===== src/rtl/multi_cycle_ctrl.sv =====
// Main control FSM for the multi-cycle CPU datapath.
// Steps each instruction through fetch/decode/execute/memory/write-back.
module multi_cycle_ctrl #(
    parameter logic [5:0] OP_RTYPE = 6'h00,
    parameter logic [5:0] OP_LW    = 6'h23,
    parameter logic [5:0] OP_SW    = 6'h2B,
    parameter logic [5:0] OP_BEQ   = 6'h04,
    parameter logic [5:0] OP_J     = 6'h02,
    parameter logic [5:0] OP_ADDI  = 6'h08,
    parameter int         CNT_W    = 32
) (
    input  logic             clk,
    input  logic             rst,
    input  logic [5:0]       opcode,
    input  logic             alu_zero,
    input  logic             mem_ready,
    output logic             pc_en,
    output logic             i_or_d,
    output logic             mem_read,
    output logic             mem_write,
    output logic             ir_write,
    output logic             mem_to_reg,
    output logic             reg_dst,
    output logic             reg_write,
    output logic             alu_src_a,
    output logic [1:0]       alu_src_b,
    output logic [1:0]       alu_op,
    output logic [1:0]       pc_source,
    output logic             instr_done,
    output logic             halted,
    output logic [3:0]       state,
    output logic [CNT_W-1:0] instr_cnt
);

    localparam logic [3:0] S_FETCH  = 4'd0;
    localparam logic [3:0] S_DECODE = 4'd1;
    localparam logic [3:0] S_MEMADR = 4'd2;
    localparam logic [3:0] S_MEMRD  = 4'd3;
    localparam logic [3:0] S_MEMWB  = 4'd4;
    localparam logic [3:0] S_MEMWR  = 4'd5;
    localparam logic [3:0] S_EXEC   = 4'd6;
    localparam logic [3:0] S_ALUWB  = 4'd7;
    localparam logic [3:0] S_BRANCH = 4'd8;
    localparam logic [3:0] S_JUMP   = 4'd9;
    localparam logic [3:0] S_ADDIEX = 4'd10;
    localparam logic [3:0] S_ADDIWB = 4'd11;
    localparam logic [3:0] S_HALT   = 4'd12;

    localparam logic [CNT_W-1:0] CNT_ONE = CNT_W'(1);

    logic [3:0] nxt;
    logic       is_rtype, is_lw, is_sw, is_beq, is_j, is_addi;

    assign is_rtype = (opcode == OP_RTYPE);
    assign is_lw    = (opcode == OP_LW);
    assign is_sw    = (opcode == OP_SW);
    assign is_beq   = (opcode == OP_BEQ);
    assign is_j     = (opcode == OP_J);
    assign is_addi  = (opcode == OP_ADDI);

    always_ff @(posedge clk) begin
        if (!rst) begin
            state     <= S_FETCH;
            instr_cnt <= '0;
        end else begin
            state <= nxt;
            if (instr_done)
                instr_cnt <= instr_cnt + CNT_ONE;
        end
    end

    always_comb begin
        nxt = state;
        case (state)
            S_FETCH:  if (mem_ready) nxt = S_DECODE;
            S_DECODE: begin
                unique case (1'b1)
                    is_lw, is_sw: nxt = S_MEMADR;
                    is_rtype:     nxt = S_EXEC;
                    is_beq:       nxt = S_BRANCH;
                    is_j:         nxt = S_JUMP;
                    is_addi:      nxt = S_ADDIEX;
                    default:      nxt = S_HALT;
                endcase
            end
            S_MEMADR: nxt = is_sw ? S_MEMWR : S_MEMRD;
            S_MEMRD:  if (mem_ready) nxt = S_MEMWB;
            S_MEMWR:  if (mem_ready) nxt = S_FETCH;
            S_MEMWB:  nxt = S_FETCH;
            S_EXEC:   nxt = S_ALUWB;
            S_ALUWB:  nxt = S_FETCH;
            S_ADDIEX: nxt = S_ADDIWB;
            S_ADDIWB: nxt = S_FETCH;
            S_BRANCH: nxt = S_FETCH;
            S_JUMP:   nxt = S_FETCH;
            S_HALT:   nxt = S_HALT;
            default:  nxt = S_FETCH;
        endcase
    end

    always_comb begin
        pc_en      = 1'b0;
        i_or_d     = 1'b0;
        mem_read   = 1'b0;
        mem_write  = 1'b0;
        ir_write   = 1'b0;
        mem_to_reg = 1'b0;
        reg_dst    = 1'b0;
        reg_write  = 1'b0;
        alu_src_a  = 1'b0;
        alu_src_b  = 2'd0;
        alu_op     = 2'd0;
        pc_source  = 2'd0;
        instr_done = 1'b0;
        halted     = 1'b0;
        case (state)
            S_FETCH: begin
                mem_read  = 1'b1;
                alu_src_b = 2'd1;
                ir_write  = mem_ready;
                pc_en     = mem_ready;
            end
            // branch target is precomputed while the opcode decodes
            S_DECODE: alu_src_b = 2'd3;
            S_MEMADR: begin
                alu_src_a = 1'b1;
                alu_src_b = 2'd2;
            end
            S_MEMRD: begin
                mem_read = 1'b1;
                i_or_d   = 1'b1;
            end
            S_MEMWB: begin
                reg_write  = 1'b1;
                mem_to_reg = 1'b1;
                instr_done = 1'b1;
            end
            S_MEMWR: begin
                mem_write  = 1'b1;
                i_or_d     = 1'b1;
                instr_done = mem_ready;
            end
            S_EXEC: begin
                alu_src_a = 1'b1;
                alu_op    = 2'd2;
            end
            S_ALUWB: begin
                reg_write  = 1'b1;
                reg_dst    = 1'b1;
                instr_done = 1'b1;
            end
            S_ADDIEX: begin
                alu_src_a = 1'b1;
                alu_src_b = 2'd2;
            end
            S_ADDIWB: begin
                reg_write  = 1'b1;
                instr_done = 1'b1;
            end
            S_BRANCH: begin
                alu_src_a  = 1'b1;
                alu_op     = 2'd1;
                pc_source  = 2'd1;
                pc_en      = alu_zero;
                instr_done = 1'b1;
            end
            S_JUMP: begin
                pc_source  = 2'd2;
                pc_en      = 1'b1;
                instr_done = 1'b1;
            end
            S_HALT:  halted = 1'b1;
            default: ;
        endcase
    end

endmodule


===== config.mk =====
export PLATFORM = sky130hd
export DESIGN_NAME = multi_cycle_ctrl
export DESIGN_NICKNAME = d
export VERILOG_FILES = /design/src/rtl/multi_cycle_ctrl.sv
export SDC_FILE = /design/constraint.sdc
export NUM_CORES = 1
export LEC_CHECK = 0
export BUFFER_PORTS_ARGS = -buffer_cell sky130_fd_sc_hd__buf_2
export CAP_MARGIN = 10
export CELL_PAD_IN_SITES_DETAIL_PLACEMENT = 0
export CELL_PAD_IN_SITES_GLOBAL_PLACEMENT = 1
export CORE_UTILIZATION = 25
export CTS_CLUSTER_DIAMETER = 60
export DETAILED_ROUTE_END_ITERATION = 10
export GPL_TIMING_DRIVEN = 0
export PLACE_DENSITY = 0.58
export SETUP_SLACK_MARGIN = 0.4
export SYNTH_ARGS = -nofsm -noshare
export SYNTH_HDL_FRONTEND = slang
export SYNTH_SLANG_ARGS = --single-unit

===== constraint.sdc =====
create_clock -name clk -period 2 [get_ports clk]
set_clock_uncertainty 0.2 [all_clocks]
set_input_delay 0.1 -clock clk [delete_from_list [all_inputs] [get_ports clk]]
set_output_delay 0.1 -clock clk [all_outputs]
set_load 0.05 [all_outputs]

# == Word level (Yosys, flattened, before mapping) ==
# Index checks and enable logic that the tools add are counted.
# classes
n_reduce_logical,10
addsub,1
mux,20
eq_ne,20
# op_table
op,n
32-bit by 1-bit adder with 32-bit output (second input constant),1
4-bit one-hot mux with 8 select lines,1
4-bit == test (second input constant),5
4-bit one-hot mux with 5 select lines,1
4-bit by 3-bit == test with 1-bit output (second input constant),4
6-bit == test (second input constant),2
4-bit 2-to-1 mux,3
1-bit 2-to-1 mux,9
4-bit by 2-bit == test with 1-bit output (second input constant),2
2-bit one-hot mux with 2 select lines,2
2-bit OR reduction,4
6-bit by 2-bit == test with 1-bit output (second input constant),1
6-bit by 3-bit == test with 1-bit output (second input constant),1
6-bit by 4-bit == test with 1-bit output (second input constant),1
6-bit zero test,1
2-bit inequality test (second input constant),3
2-bit one-hot mux with 3 select lines,1
5-bit OR reduction,1
4-bit by 1-bit == test with 1-bit output (second input constant),1
4-bit zero test,1
4-bit OR reduction,1
3-bit 2-to-1 mux,1
1-bit one-hot mux with 3 select lines,1
3-bit AND reduction,1
2 further kinds,2
# word_totals
output_inout_bits,53
elab_cells,53
reg_bits,36

# == Longest topological paths before layout ==
# Gate-level depths: netlist of the first run.
# depth
word_depth,4
mapped_depth,7

# == Least setup slack after synthesis of the first run ==
# Ideal clock, no wire load.
# synth_timing
kind,register to output
from,register state[1]
to,output port reg_write
arrival_ns,2.555
t_required_ns,1.700
path_slack_ns,-0.855
path_stages_with_launch,5
path_buffers,2
path_cell_list,dfxtp_1 buf_2 buf_1 xor2_1 o32ai_1
# synth_between
elab_chain_len,3
word_cells_on_any_way,5
classes_between,eq/ne (3); mux (1); reduce/logical (1)
# synth_rtl
item,line,text
start: declaration,31,"output logic [3:0] state,"
start signal: assignment,66,state <= nxt;
4-bit == test / 4-bit by 3-bit == test with 1-bit output (equally long branches),116,case (state)
3-bit OR reduction (no line) (*),--,
1-bit 2-to-1 mux (*),116,
end: declaration,24,"output logic reg_write,"
# Mark *: on every way between the ends. The rest lies on a longest branch, timed or not.

# == Worst setup path in the final report of the first run ==
# layout_timing
from,register instr_cnt[1]
to,register instr_cnt[31]
# layout_between
elab_chain_len,1
# layout_rtl
item,line,text
start: declaration,32,output logic [CNT_W-1:0] instr_cnt
start signal: assignment,68,instr_cnt <= instr_cnt + CNT_ONE;
32-bit by 1-bit adder with 32-bit output,68,
# Every way passes these cells.
# A chain may end at the register's enable or synchronous reset.

==> out/results.tsv, run 1 <==
metric	value	unit
cts_tree	built	
clkTransAtPathRegs	0.08	ns
io_pins	63	
holdWs	0.00747	ns
num_antenna_cells	0	
hold_viol_final	0	
synthMuxAreaShare	0	%
gr-total-overflow	0	
status	complete, but fails checks	
ir_drop	261	µV
cp_data_required_time	2.03	ns
die_area	8800	µm²
grt_pass1_vias	2469	
clk_path_buf_depth	2	
synthesis.nets	285	
violations	negative setup slack	
place_ws	-0.210	ns
drtIter0Drc	125	
synth_edf_count	0	
final_antenna_net_count	0	
cap_violations	0	
post_dp_cell_area	3000	µm²
finalMaxSlewViolations	0	
met2WireLength	3880	µm
fin_area	4570	µm²
synth_xor_area_share	10.4	%
finalSetupViolCount	4	
period_share	104	%
antenna_found_initial	0	
via_count	2576	
rows	33	
fin_ws	-0.0863	ns
max_stage_delay	0.49	ns
synth_area_leaders	dfxtp_1, xnor2_1, nor2_1	
root_buffer	clkbuf_8	
synth_compound_gate_area_share	11.6	%
synth_top_area_cell	dfxtp_1	
max_freq	479	MHz
synth_seq_cells	36	
synth-main-ff-cell	dfxtp_1	
wl_per_cell	15.2	µm
start_util	25.8	%
arrival	2.11	ns
fillers	728	
cp_num_buf_inv	1	
h-tree-depth	2	
die_h	93.8	µm
met3WireLength	305	µm
hold_path_class	in -> reg	
cts_buffers	5	
synth.distinct_cells	51	
worstPathMaxFanout	5	
synth-async-reset-ratio	0	%
highest_layer	met4	
wl_met1	3750	µm
synth_top_area_share	34.2	%
firstDrtPassIters	4	
synth_seq_area_share	34.2	%
gr-usage-all-layers	18.0	%
netlist_area	2110	µm²
viasPerCell	4.90	
rsz0062_at_grt	true	
yosys_warnings	0	
drive_gt1_share	63.7	%
area_growth	117	%
grt_max_degree	12	
synthAdderAreaFrac	0.593	%
power_density	520	nW/µm²
dp.final_hpwl	4740	µm
wirelength	8000	µm
io_buffers	62	
cts_sinks	36	
synth_top_family_by_area	simple AND/OR/NAND/NOR gates	
endpoint_kind	flop	
path_class	reg -> reg	
path_delay_family	simple AND/OR/NAND/NOR gates	
crit_path_start_kind	flop	
tightest_slew	0.643	ns
fin_nets	431	
crit_chain	nand4_4, or2_0, buf_6, or3_4, or4_4, a21oi_2	
leakagePower	1.98	nW
slew_headroom	57.1	%
synth-simple-area-share	37.6	%
die_w	93.8	µm
synthCells	274	
syn_avg_cell_area	7.69	µm²
finalPower	2.37	mW
drc	0	
grt_pass1_wl	12500	µm
design.core.area	8180	µm²
gp_congestion	0.743	
crit_path_top_delay_cell	or4_4	
post-route-min-period	2.09	ns
clk_latency	0.29	ns
## through the flow
stage / TNS [ns] / std cells / util, %
final: -0.246 / 526 / 55.9
after detailed placement: -1.06 / 441 / 36.7
after CTS: -0.332 / 505 / 51.4
after floorplan: -0.689 / 274 / -
after global placement: -1.17 / 441 / 36.7
after global routing: -0.621 / 526 / 55.9
## layer usage
metal	up-vias	GRT usage, %
li1	1275	-
met3	8	3.07
met4	0	3.46
met5	-	0
met1	1236	24.4
met2	57	29.9
## power breakdown
group          total [mW]  switching (mW)  leakage, nW  internal (mW)
registers           0.741          0.0213        0.308          0.720
logic                1.11           0.551         1.63          0.557
clock network       0.524           0.282       0.0388          0.242
total                2.37           0.855         1.98           1.52
## cell type report
cell class | instances | area (µm²) | area share [%]
buffer | 18 | 302 | 6.60
clock buffer | 6 | 72.6 | 1.59
clock inverter | 2 | 11.3 | 0.247
inverter | 9 | 41.3 | 0.904
multi-input combinational | 211 | 1980 | 43.4
sequential | 36 | 787 | 17.2
tap | 105 | 131 | 2.88
timing repair buffer | 139 | 1240 | 27.2
## cell usage in the layout (no fill, tap or decap), types with 5 or more instances in the layout
cell type	instances
clkbuf_8	5
nand2b_4	5
nor4_4	11
nor2_1	26
nand4_1	6
nand2_1	16
nand3_1	10
o21ai_0	6
inv_1	7
buf_4	36
dfxtp_4	13
a21oi_1	8
dfxtp_2	14
clkbuf_16	7
nor2_4	7
buf_2	46
buf_8	10
dfxtp_1	9
xnor2_1	19
buf_12	9
buf_6	40
nor3_4	11
## cell usage after synthesis, types with 3 or more instances
cell	instances
a21oi_1	13
and3_1	3
and4_1	3
buf_2	3
clkbuf_1	9
dfxtp_1	36
inv_1	9
nand2_1	22
nand2b_1	5
nand3_1	14
nand3b_1	3
nand4_1	6
nor2_1	34
nor3_1	13
nor4_1	14
nor4b_1	4
o21ai_0	13
o31ai_1	3
or3_1	3
xnor2_1	21
xor2_1	4
## worst register-to-register path: cells and delay by family, from the launching register on
| family | cells | cell delay (ns) |
|---|---|---|
| simple gates | 4 | 1.18 |
| buf+inv | 1 | 0.13 |
| flops | 1 | 0.40 |
| compound gates | 1 | 0.11 |
## path summary, 6_finish.rpt
path                                            startpoint                          to  slack, ns  cells past startpoint
worst min-delay path                             opcode[2]       state[1]$_SDFFE_PN0P_      0.007                      4
worst max-delay path             instr_cnt[1]$_SDFFE_PN0P_  instr_cnt[31]$_SDFFE_PN0P_      -0.09                      6
worst max register to register   instr_cnt[1]$_SDFFE_PN0P_  instr_cnt[31]$_SDFFE_PN0P_      -0.09                      6
worst min register to register  instr_cnt[31]$_SDFFE_PN0P_  instr_cnt[31]$_SDFFE_PN0P_       0.30                      2
## state kept, by name (all words and copies together), names as in the netlist
name,cells
state,4
instr_cnt,32
## repair_timing
| action | CTS | global route |
|---|---|---|
| endpoints found under the setup margin | 51 | 53 |
| hold buffers | 3 | 1 |
| pin swaps | 51 | 33 |
| buffers inserted | 51 | 20 |
| resized for setup | 139 | 40 |
| hold endpoints to repair | 4 | 3 |
| gates cloned | 2 | 0 |
## cells by family (layout without fill, tap and decap cells)
group,count (synthesis),after routing
buf+inv,27,174
simple gates,144,144
flops,36,36
fa+ha+maj,1,1
compound gates,41,41
xor+xnor,25,25
Note: power is estimated with default switching activity, not from simulation.
==> inputs of run 2 (changes only) <==
Settings changed: CORE_ASPECT_RATIO set to 1.25.
==> run 2 against run 1 <==
The run ends with design-rule violations, negative setup slack left. Critical path depth is 1 lower. Combinational power about the same. Final cell count decreased by 3.8%. Flip-flop and latch count did not move. Global-route usage increased by 0.32 points.
==> out/results.tsv, run 2 (synthesis gave the netlist of run 1 again) <==
metric	value	unit	change
status	complete, but fails checks		
violations	design-rule violations, negative setup slack		
dp_cells	433		-1.8%
area_growth	113	%	
crit_path_start_kind	flop		
largest_reg_flops	32		unchanged
dp.final_hpwl	4890	µm	+3.1%
antenna_found_initial	0		unchanged
instances_no_fill	506		-3.8%
gp_congestion	0.790		+6.2%
worst_r2r_endpoint	instr_cnt[31]$_SDFFE_PN0P_		
fin_area	4490	µm²	-1.6%
hold_viol_final	0		unchanged
drc	10		+10
max_flop_register	instr_cnt		
max_freq	475	MHz	-0.94%
via_count	2544		-1.2%
mostFrequentLayoutCell	buf_2		
final_antenna_net_count	0		unchanged
critPathLaunch	instr_cnt[4]$_SDFFE_PN0P_		
crit_chain	and4_4, nand3_4, or3_4, or4_4, a21oi_2		
reg2reg_depth	5		-1
leakagePower	1.93	nW	-2.4%
path_depth	5		-1
h-tree-depth	2		unchanged
gr-total-overflow	0		unchanged
cts_buffers	5		unchanged
cap_violations	0		unchanged
met3WireLength	302	µm	-0.98%
finalPower	2.41	mW	+1.4%
drtIter0Drc	94		-25%
cp_num_buf_inv	0		-1
arrival	2.13	ns	+0.02 ns
timing.rr.start	instr_cnt[4]$_SDFFE_PN0P_		
met2WireLength	4440	µm	+15%
period_share	105	%	+0.99 points
design.core.area	8190	µm²	+0.23%
fin_ws	-0.106	ns	-0.0197 ns
clkTransAtPathRegs	0.07	ns	about the same
viasPerCell	5.03		+2.7%
clk_latency	0.29	ns	about the same
cts_sinks	36		unchanged
tightest_slew	0.533	ns	-0.110 ns
highest_layer	met4		
post-route-min-period	2.11	ns	+0.0197 ns
io_pins	63		unchanged
grt_pass1_wl	12800	µm	+2.9%
finalMaxSlewViolations	0		unchanged
cp_data_required_time	2.02	ns	about the same
power_density	535	nW/µm²	+3.0%
hold_path_class	in -> reg		
worstPathMaxFanout	6		+1
fillers	720		-1.1%
finalSetupViolCount	5		+1
start_util	25.7	%	-0.059 points
slew_headroom	64.4	%	+7.3 points
firstDrtPassIters	7		+3
holdWs	0.00504	ns	-0.00242 ns
post_dp_cell_area	2990	µm²	-0.33%
die_w	84.1	µm	-10%
ir_drop	285	µV	+9.1%
endpoint_kind	flop		
max_stage_delay	0.49	ns	about the same
tns	-0.197	ns	+0.0496 ns
top_regs	instr_cnt: 32 flops, state: 4 flops		
crit_end	instr_cnt[31]$_SDFFE_PN0P_		
io_buffers	62		unchanged
die_h	105	µm	+12%
root_buffer	clkbuf_8		
path_class	reg -> reg		
drive_gt1_share	64.3	%	+0.65 points
grt_pass1_vias	2463		-0.24%
rsz0062_at_grt	true		
gr-usage-all-layers	18.3	%	+0.32 points
grt_max_degree	11		-1
wl_per_cell	16.2	µm	+6.6%
clk_path_buf_depth	2		unchanged
layout_common_cells	buf_2, buf_4, buf_6		
path_delay_family	simple AND/OR/NAND/NOR gates		
fin_nets	419		-2.8%
num_antenna_cells	0		unchanged
reg2reg_setup_slack	-0.11	ns	-0.02 ns
wl_met1	3300	µm	-12%
die_area	8810	µm²	about the same
rows	37		+12%
wirelength	8200	µm	+2.6%
cts_tree	built		
crit_path_top_delay_cell	or4_4		
==> run 2: cell count changes in the layout (fill, tap and decap cells not counted), moves of 2 or more <==
cell / change
buf_6: -7
buf_4: -2
dlygate4sd3_1: -2
nor4_1: -2
nand2_4: -2
clkbuf_8: +2
==> run 2: how the worst min path moves through the flow <==
| stage | startpoint | endpoint | cells past startpoint |
|---|---|---|---|
| 4_1_cts | opcode[2] | state[1]$_SDFFE_PN0P_ | 4 |
| 3_5_place_dp | rst | instr_cnt[21]$_SDFFE_PN0P_ | 3 |
| 6_report | opcode[2] | state[1]$_SDFFE_PN0P_ | 4 |
| 5_1_grt | opcode[2] | state[1]$_SDFFE_PN0P_ | 4 |
| 2_1_floorplan | rst | instr_cnt[19]$_SDFFE_PN0P_ | 2 |
| 3_3_place_gp | rst | instr_cnt[21]$_SDFFE_PN0P_ | 3 |
==> run 2: final cells by class <==
type | count | area [µm²] | area share, %
plain buffers | 18 | 293 | 6.52
repair buffers | 127 | 1110 | 24.8
well taps | 97 | 121 | 2.70
clock buffers | 8 | 90.1 | 2.01
multi-input cells | 211 | 2050 | 45.5
flip-flops and latches | 36 | 790 | 17.6
inverters | 9 | 41.3 | 0.919
==> run 2: per-layer routing <==
metal	GRT usage, %	vias to the layer above
met5	0	-
met4	5.79	0
met3	3.24	12
met2	34.9	64
met1	20.2	1226
li1	-	1242
==> run 2: repair_timing <==
| item | 4_1_cts | 5_1_grt |
|---|---|---|
| resized for setup | 154 | 32 |
| pin swaps | 50 | 33 |
| hold buffers | 2 | 0 |
| cloned | 1 | 0 |
| endpoints found under the setup margin | 51 | 53 |
| hold endpoints to repair | 4 | 0 |
| setup buffers | 42 | 20 |
==> run 2: tightest hold or removal path, delay by kind of cell <==
family	cells	cell delay (ns)
AOI/OAI and AO/OA	2	0.15
buffers and inverters	1	0.13
and+or+nand+nor	1	0.07
==> run 2: power breakdown <==
part	switching, mW	internal [mW]
registers	0.0194	0.718
logic	0.563	0.555
clock network	0.268	0.281
==> run 2: per-stage QoR <==
| stage | util (%) | worst slack, ns |
|---|---|---|
| CTS | 51.0 | -0.127 |
| global route | 54.8 | -0.173 |
| detailed placement | 36.4 | -0.235 |
| global placement | 36.4 | -0.201 |
| floorplan | - | -0.190 |
| finish | 54.8 | -0.106 |
==> inputs of run 3 (changes only) <==
Settings changed: CORE_ASPECT_RATIO 1.25 to 1.4.
==> run 3 against run 2 <==
The flow finishes with violations (negative setup slack). Clock power is 45% higher. Global-route usage rose by 1.2 points. Non-clock buffer count increased by 3. Routed wire length increased by 3.1%. Final cell count rose by 1.6%. Hold slack improved by 0.0030 ns. Worst setup slack improved by 0.036 ns. Largest cell class unchanged. Largest power group unchanged.
==> out/results.tsv, run 3 (synthesis gave the netlist of run 1 again) <==
metric	value	unit	change
utilization	56.9	%	+2.0 points
drive_gt1_share	64.3	%	about the same
tightest_slew	0.524	ns	-0.00950 ns
final_antenna_net_count	0		unchanged
critPathLaunch	state[2]$_SDFFE_PN0P_		
hold_path_class	in -> reg		
violations	negative setup slack		
power_frac_comb	41.3	%	-5.2 points
top_regs	instr_cnt: 32 flops, state: 4 flops		
io_pins	63		unchanged
antenna_found_initial	0		unchanged
cp_num_buf_inv	1		+1
cp_data_required_time	2.01	ns	about the same
via_count	2600		+2.2%
die_h	111	µm	+5.7%
finalMaxSlewViolations	0		unchanged
grt_pass1_wl	13400	µm	+4.7%
drtIter0Drc	92		-2.1%
status	complete, but fails checks		
clk_path_buf_depth	2		unchanged
regArea	787	µm²	-0.32%
cts_sinks	36		unchanged
layout_common_cells	buf_2, buf_4, buf_6		
crit_path_start_kind	flop		
ir_drop	390	µV	+37%
path_delay_family	simple AND/OR/NAND/NOR gates		
clk_latency	0.28	ns	about the same
area_growth	120	%	
mostFrequentLayoutCell	buf_2		
period_share	104	%	-1.8 points
wl_per_cell	16.4	µm	+1.5%
h-tree-depth	2		unchanged
drc	0		-10
timing.rr.start	state[2]$_SDFFE_PN0P_		
reg2reg_setup_slack	-0.07	ns	+0.04 ns
fin_nets	422		+0.72%
max_stage_delay	0.49	ns	about the same
p_int	1.74	mW	+12%
max_freq	483	MHz	+1.7%
cts_buffers	5		unchanged
crit_chain	clkbuf_16, nand4bb_4, nand4b_4, or3_4, or4_4, a21oi_2		
io_buffers	62		unchanged
hold_start	rst		
p_switching	0.876	mW	+3.0%
largest_reg_flops	32		unchanged
rsz0062_at_grt	true		
tns	-0.0809	ns	+0.116 ns
clkTransAtPathRegs	0.06	ns	about the same
gr-total-overflow	0		unchanged
fin_area	4630	µm²	+3.1%
swShare	33.5	%	-1.8 points
fillers	722		+0.28%
grt_pass1_vias	2722		+11%
die_w	79.6	µm	-5.4%
wirelength	8450	µm	+3.1%
finalSetupViolCount	3		-2
gp_congestion	0.756		-4.2%
max_flop_register	instr_cnt		
num_antenna_cells	0		unchanged
leakagePower	2.00	nW	+3.7%
rows	39		+5.4%
dp.final_hpwl	5130	µm	+4.9%
die_area	8810	µm²	about the same
design.core.area	8150	µm²	-0.55%
endpoint_kind	flop		
crit_path_top_delay_cell	or4_4		
arrival	2.08	ns	-0.05 ns
worstPathMaxFanout	5		-1
grt_max_degree	11		unchanged
post_dp_cell_area	2990	µm²	+0.21%
root_buffer	clkbuf_16		
p_clk_share	30.4	%	+7.6 points
fin_ws	-0.0702	ns	+0.0358 ns
firstDrtPassIters	4		-3
path_class	reg -> reg		
power_frac_seq	28.3	%	-2.4 points
place_ws	-0.234	ns	+0.00147 ns
start_util	25.9	%	+0.14 points
post-route-min-period	2.07	ns	-0.0358 ns
slew_headroom	65.1	%	+0.63 points
gr-usage-all-layers	19.5	%	+1.2 points
finalPower	2.61	mW	+8.6%
multi_input_area	2030	µm²	-0.79%
cts_tree	built		
cap_violations	0		unchanged
viasPerCell	5.06		+0.61%
hold_viol_final	0		unchanged
power_density	564	nW/µm²	+5.3%
==> run 3: worst paths after layout <==
kind,depth (start not counted),end
max,6,instr_cnt[31]$_SDFFE_PN0P_
min,3,instr_cnt[28]$_SDFFE_PN0P_
max reg2reg,6,instr_cnt[31]$_SDFFE_PN0P_
min reg2reg,2,instr_cnt[19]$_SDFFE_PN0P_
==> run 3: power by group through the flow <==
| stage | sequential (mW) | combinational, mW | clock, mW |
|---|---|---|---|
| 2_1_floorplan | 0.794 | 0.448 | 0 |
| 3_3_place_gp | 0.754 | 0.616 | 0 |
| 3_5_place_dp | 0.755 | 0.616 | 0 |
| 4_1_cts | 0.739 | 1.04 | 0.815 |
| 5_1_grt | 0.741 | 1.13 | 0.842 |
| 6_report | 0.739 | 1.08 | 0.795 |
==> run 3: area by class of cell <==
type	count	area share [%]
plain buffers	18	6.61
multi-input cells	211	43.8
inverters	9	0.891
well taps	102	2.75
repair buffers	130	25.8
flip-flops and latches	36	17.0
clock buffers	8	3.16
==> run 3: what timing repair did <==
item,in CTS,in global routing
endpoints found under the hold margin,3,0
pin swaps,59,39
setup endpoints to repair,51,52
cloned,4,0
hold buffers,2,0
buffers inserted,47,15
resized for setup,161,29
==> run 3: worst register-to-register path: stages (launching register included) <==
cell and delay [ns]:
dfxtp_4 0.35, clkbuf_16 0.16, nand4bb_4 0.10, nand4b_4 0.15, or3_4 0.45, or4_4 0.49, a21oi_2 0.11
==> run 3: routing by layer <==
| layer | wire (µm) | part of all wire (%) | global-route usage [%] | vias up |
|---|---|---|---|---|
| met2 | 4800 | 57 | 37.5 | 70 |
| li1 | - | - | - | 1254 |
| met4 | 183 | 2.2 | 8.36 | 0 |
| met5 | 0 | 0 | 0 | - |
| met3 | 285 | 3.4 | 3.21 | 16 |
| met1 | 3190 | 38 | 19.9 | 1260 |
==> run 3: stage by stage <==
| stage | hold slack [ns] | instances |
|---|---|---|
| after global routing | 0.0190 | 514 |
| after global placement | 0.201 | 438 |
| after detailed placement | 0.208 | 438 |
| final | 0.00805 | 514 |
| after CTS | 0.00991 | 499 |
| after floorplan | 0.0392 | 274 |
